File: src/rtl/axi_arb_pkg.sv
// Shared types for the AXI write-address arbiter: master indices, FSM states, default queue depth.
package axi_arb_pkg;

  localparam int unsigned DefaultDepth = 4;

  typedef enum logic {
    MST_CPU = 1'b0,
    MST_DMA = 1'b1
  } mst_e;

  typedef enum logic {
    StIdle   = 1'b0,
    StLocked = 1'b1
  } arb_state_e;

endpackage

File: src/rtl/axi_wr_arbiter_fifo.sv
// Small synchronous FIFO with occupancy count; pushes when full and pops when empty are dropped.
module axi_wr_arbiter_fifo #(
  parameter int unsigned DATA_W = 1,
  parameter int unsigned DEPTH  = 4,
  parameter int unsigned CNT_W  = $clog2(DEPTH) + 1
) (
  input  logic              clk_i,
  input  logic              rst_ni,
  input  logic              push_i,
  input  logic [DATA_W-1:0] wdata_i,
  input  logic              pop_i,
  output logic [DATA_W-1:0] rdata_o,
  output logic              full_o,
  output logic              empty_o,
  output logic [CNT_W-1:0]  count_o
);

  localparam int unsigned PtrW = $clog2(DEPTH);

  logic [DATA_W-1:0] mem_q [DEPTH];
  logic [PtrW-1:0]   wr_ptr_q, rd_ptr_q;
  logic [CNT_W-1:0]  count_q;
  logic              do_push, do_pop;

  assign full_o  = (count_q == CNT_W'(DEPTH));
  assign empty_o = (count_q == '0);
  assign do_push = push_i && !full_o;
  assign do_pop  = pop_i && !empty_o;
  assign rdata_o = mem_q[rd_ptr_q];
  assign count_o = count_q;

  // DEPTH is a power of two, so pointers wrap by natural overflow.
  always_ff @(posedge clk_i) begin
    if (!rst_ni) begin
      wr_ptr_q <= '0;
      rd_ptr_q <= '0;
      count_q  <= '0;
    end else begin
      if (do_push) wr_ptr_q <= wr_ptr_q + PtrW'(1);
      if (do_pop)  rd_ptr_q <= rd_ptr_q + PtrW'(1);
      count_q <= count_q + CNT_W'(do_push) - CNT_W'(do_pop);
    end
  end

  always_ff @(posedge clk_i) begin
    if (do_push) mem_q[wr_ptr_q] <= wdata_i;
  end

endmodule

File: src/rtl/axi_wr_arbiter.sv
// Two-master AXI AW arbiter with AW->W ordering queue. Define AXI_WR_ARB_RR_EN for round-robin
// arbitration; otherwise DMA has fixed priority over CPU.
module axi_wr_arbiter
  import axi_arb_pkg::*;
#(
  parameter int unsigned DEPTH = DefaultDepth,
  parameter int unsigned CNT_W = $clog2(DEPTH) + 1
) (
  input  logic             clk_i,
  input  logic             rst_ni,
  input  logic             m0_awvalid_i,
  input  logic             m1_awvalid_i,
  input  logic             awready_i,
  output logic [1:0]       aw_gnt_o,
  output logic             awvalid_o,
  input  logic             wvalid_i,
  input  logic             wready_i,
  input  logic             wlast_i,
  output logic             w_sel_o,
  output logic             w_sel_valid_o,
  output logic [CNT_W-1:0] outstanding_o
);

  arb_state_e state_q, state_d;
  mst_e       lock_mst_q, lock_mst_d;
  mst_e       pick, gnt_mst;
  logic       gnt_vld, sel_awvalid, aw_hs;
  logic       q_full, q_empty, q_head, q_pop;

`ifdef AXI_WR_ARB_RR_EN
  // Set when DMA wins a tie next, i.e. CPU completed the last handshake.
  logic dma_prio_q;

  always_comb begin
    pick = MST_CPU;
    if (m0_awvalid_i && m1_awvalid_i) begin
      pick = dma_prio_q ? MST_DMA : MST_CPU;
    end else if (m1_awvalid_i) begin
      pick = MST_DMA;
    end
  end

  always_ff @(posedge clk_i) begin
    if (!rst_ni) begin
      dma_prio_q <= 1'b0;
    end else if (aw_hs) begin
      dma_prio_q <= (gnt_mst == MST_CPU);
    end
  end
`else
  assign pick = m1_awvalid_i ? MST_DMA : MST_CPU;
`endif

  assign gnt_mst     = (state_q == StLocked) ? lock_mst_q : pick;
  assign sel_awvalid = (gnt_mst == MST_DMA) ? m1_awvalid_i : m0_awvalid_i;
  assign gnt_vld     = rst_ni && !q_full &&
                       ((state_q == StLocked) || m0_awvalid_i || m1_awvalid_i);

  assign aw_gnt_o  = !gnt_vld ? 2'b00 : ((gnt_mst == MST_DMA) ? 2'b10 : 2'b01);
  assign awvalid_o = gnt_vld && sel_awvalid;
  assign aw_hs     = awvalid_o && awready_i;

  always_comb begin
    state_d    = state_q;
    lock_mst_d = lock_mst_q;
    case (state_q)
      StIdle: begin
        // A stalled request pins the grant so AW payload cannot switch under the slave.
        if (awvalid_o && !awready_i) begin
          state_d    = StLocked;
          lock_mst_d = gnt_mst;
        end
      end
      StLocked: begin
        if (aw_hs) state_d = StIdle;
      end
      default: state_d = StIdle;
    endcase
  end

  always_ff @(posedge clk_i) begin
    if (!rst_ni) begin
      state_q    <= StIdle;
      lock_mst_q <= MST_CPU;
    end else begin
      state_q    <= state_d;
      lock_mst_q <= lock_mst_d;
    end
  end

  assign w_sel_valid_o = rst_ni && !q_empty;
  assign w_sel_o       = q_head;
  assign q_pop         = w_sel_valid_o && wvalid_i && wready_i && wlast_i;

  axi_wr_arbiter_fifo #(
    .DATA_W (1),
    .DEPTH  (DEPTH),
    .CNT_W  (CNT_W)
  ) u_order_q (
    .clk_i   (clk_i),
    .rst_ni  (rst_ni),
    .push_i  (aw_hs),
    .wdata_i (gnt_mst),
    .pop_i   (q_pop),
    .rdata_o (q_head),
    .full_o  (q_full),
    .empty_o (q_empty),
    .count_o (outstanding_o)
  );

endmodule
File: config.mk
export PLATFORM = sky130hd
export DESIGN_NAME = axi_wr_arbiter
export DESIGN_NICKNAME = d
export VERILOG_FILES = /design/src/rtl/axi_arb_pkg.sv /design/src/rtl/axi_wr_arbiter_fifo.sv /design/src/rtl/axi_wr_arbiter.sv
export SDC_FILE = /design/constraint.sdc
export NUM_CORES = 1
export LEC_CHECK = 0
export ABC_AREA = 1
export BUFFER_PORTS_ARGS = -buffer_cell sky130_fd_sc_hd__buf_2
export CORE_MARGIN = 2
export CORE_UTILIZATION = 30
export CTS_BUF_LIST = sky130_fd_sc_hd__clkbuf_8 sky130_fd_sc_hd__clkbuf_16
export DETAILED_ROUTE_END_ITERATION = 16
export SYNTH_ARGS = -nofsm -noshare
export SYNTH_HDL_FRONTEND = slang
export SYNTH_HIERARCHICAL = 1
export SYNTH_SLANG_ARGS = --single-unit
File: constraint.sdc
create_clock -name clk_i -period 3.2 [get_ports clk_i]
set_input_delay 0.32 -clock clk_i [delete_from_list [all_inputs] [get_ports clk_i]]
set_output_delay 0.32 -clock clk_i [all_outputs]
set_load 0.02 [all_outputs]
==> metrics <==
drt first pass iters=4; crit path max fanout=6; GRT Max-Usage Layer=met2; Initial DRC Count=18; maximum root-to-sink buffer count=2; hold buffers post-CTS=0; # nets final=145; Sw Pwr=120.3 uW; most frequent CP cell=inv_1; drt drc=0; WP data required=3.33 ns; EDFF count, synth=4; Max VDD drop=0.2424 mV; Fin Setup TNS=0 ns; WP data arrival=2.75 ns; Pins Over Slew Limit=0; RSZ-0062 raised after global routing=false; clk root buf=clkbuf_8; ant diodes=0; Syn Area/Cell=7.666 um2; M3 GR Usage=0.02721; PnR worst setup slack=0.5820 ns; Worst-path clk slew=0.06 ns; number of global-route vias before repair=576; largest net degree at the start of global routing=11; crit path capture type=register; Post-Syn Nets=125; cts bufs inserted=3; Seq cells post-synth=15; setup bufs post-CTS=0; via-per-instance ratio=4.275; Max-cap violations=0; Post-synth ARST share=0; DIE AREA=3251 um2; routed wire length per instance=8.494 um; leakage power=0.5062 nW; Hold Path Class=in -> reg; logic gate share of total power=0.184; post-route core utilization=0.3698; Setup Viol. Count Final=0; Seq/Total Area, Yosys=0.4036; worst skew pair latency=0.24 ns; initial antenna violation count=0; cell-internal power=317.7 uW; Layout area overhead=18.84%; H-tree depth=1; GPL Wtd Cong=0.7667; fillcell total=283; dpl ws=0.5685 ns; Reg power frac=0.485; worst slew pin tran=0.3163 ns; DP HPWL=1.107 mm; Power Density=437.1 nW/um2; status=completed; sw frac=0.2746; post-synth cell types=19; synthesized cell area=843.3 um2; slew margin rel.=0.7874; antenna-violating nets left=0; max incr delay on CP=0.44 ns; die width=57.02 um; clk_skew=0.002690 ns; ys flop type=dfxtp_1; post-cts sizing count=0; Worst Path Buf+Inv=3; kind of critical path=reg -> reg; first-pass GRT wire length=2.263 mm; Vert. Die Dim=57.02 um; crit share post-route=0.8181; clock power share=0.331; R2R Setup Slk=0.58 ns; post-route design area=1002 um2; detailed-route via count=684; Final Non-Filler Cells=160; startpoint types=register; post-layout min period=2.618 ns; Starting Density=0.3112; row cnt=19; cell family contributing the most delay on the critical path=simple AND/OR/NAND/NOR gates; Clock Sinks=15; worst path cell trace=nor2_4 > nand2_2 > inv_1 > nor2_4 > nand3_2 > nor2_2 > nand2_1 > ha_1 > inv_1 > ha_1 > inv_1 > fa_1 > o21ai_0 > nor2_1; upper clock frequency limit=382.0 MHz; CTS tree=built; total grt overflow=0; Fin. Hold Viols=0; GRT Total Usage=0.08954; Post-DP Area=957.2 um2; Core ar.=2710 um2; Syn. warnings=6; Buffers on Ports=15; Routed WL=1.359 mm; Post-Synthesis Cells=110; CP max stage cell=dfxtp_1; layout cells sized above 1=0.2171; met1 GRT Util=0.09181; placed cell count=156; met2 Use GR=0.1609; # IOs=16
==> metal layers <==
layer | vias to the layer above | share of wire
li1 | 373 | -
met1 | 302 | 0.43
met2 | 5 | 0.52
met3 | 4 | 0.026
met4 | 0 | 0.020
met5 | - | 0
==> path summary, 6_finish.rpt <==
kind / endpoint / depth (start not counted) / from
max: u_order_q/count_o[2] / 14 / u_order_q/count_o[1]
min reg2reg: u_order_q/rd_ptr_q[0] / 2 / u_order_q/rd_ptr_q[0]
max reg2reg: u_order_q/count_o[2] / 14 / u_order_q/count_o[1]
min: lock_mst_q / 3 / m1_awvalid_i
==> power groups by stage <==
| stage | sequential [mW] | combinational (mW) | clock, mW |
|---|---|---|---|
| 2_1_floorplan | 0.219 | 0.0560 | 0 |
| 3_3_place_gp | 0.216 | 0.0804 | 0 |
| 3_5_place_dp | 0.217 | 0.0818 | 0 |
| 4_1_cts | 0.213 | 0.0820 | 0.151 |
| 5_1_grt | 0.214 | 0.0915 | 0.163 |
| 6_report | 0.212 | 0.0807 | 0.145 |
==> layout make-up <==
cell class / count / area [um2] / area share
Multi-Input combinational cell: 71 / 412.9 / 0.4120
Sequential cell: 15 / 340.3 / 0.3396
Inverter: 24 / 90.09 / 0.08989
Timing Repair Buffer: 15 / 75.07 / 0.07491
Clock buffer: 3 / 41.29 / 0.04120
Tap cell: 31 / 38.79 / 0.03870
Clock inverter: 1 / 3.754 / 0.003745
==> Yosys cell counts, types with 2 or more instances <==
cell type	number	share of area
nor2_2	3	0.022
o21ai_0	4	0.024
nand2_1	18	0.080
inv_1	24	0.11
edfxtp_1	4	0.14
nor2_1	19	0.085
dfxtp_1	11	0.26
ha_1	6	0.089
a21oi_1	5	0.030
nand2_2	2	0.015
nor2_4	2	0.027
nand3_1	4	0.024
nand3_2	2	0.024
==> logic make-up (layout without fill, tap and decap cells) <==
group           count (synthesis)  after routing  share of synthesized area
compound gates                 11             11                    0.07122
fa+ha+maj                       7              7                     0.1128
buf+inv                        24             43                     0.1068
flops                          15             15                     0.4036
simple gates                   53             53                     0.3056
==> layout by cell type (no fill, tap or decap), types with 2 or more instances in the layout <==
cell      netlist  routed
nor2_2          3       3
nand2_1        18      18
nor2_4          2       2
o21ai_0         4       4
a21oi_1         5       5
inv_1          24      25
clkbuf_8        0       3
nand2_2         2       2
edfxtp_1        4       4
nor2_1         19      19
dfxtp_1        11      11
buf_2           0      15
ha_1            6       6
nand3_1         4       4
nand3_2         2       2
==> worst min-delay path: stages <==
cell,delay (ns)
buf_2,0.12
nor2_1,0.06
nor2_2,0.08
==> stage by stage <==
step | total power, mW | hold WS [ns]
5_1_grt | 0.4678 | 0.3838
3_5_place_dp | 0.2983 | 0.4762
4_1_cts | 0.4460 | 0.3614
3_3_place_gp | 0.2966 | 0.4644
2_1_floorplan | 0.2746 | 0.4135
6_report | 0.4380 | 0.3660
Note: power is estimated with default switching activity, not from simulation.
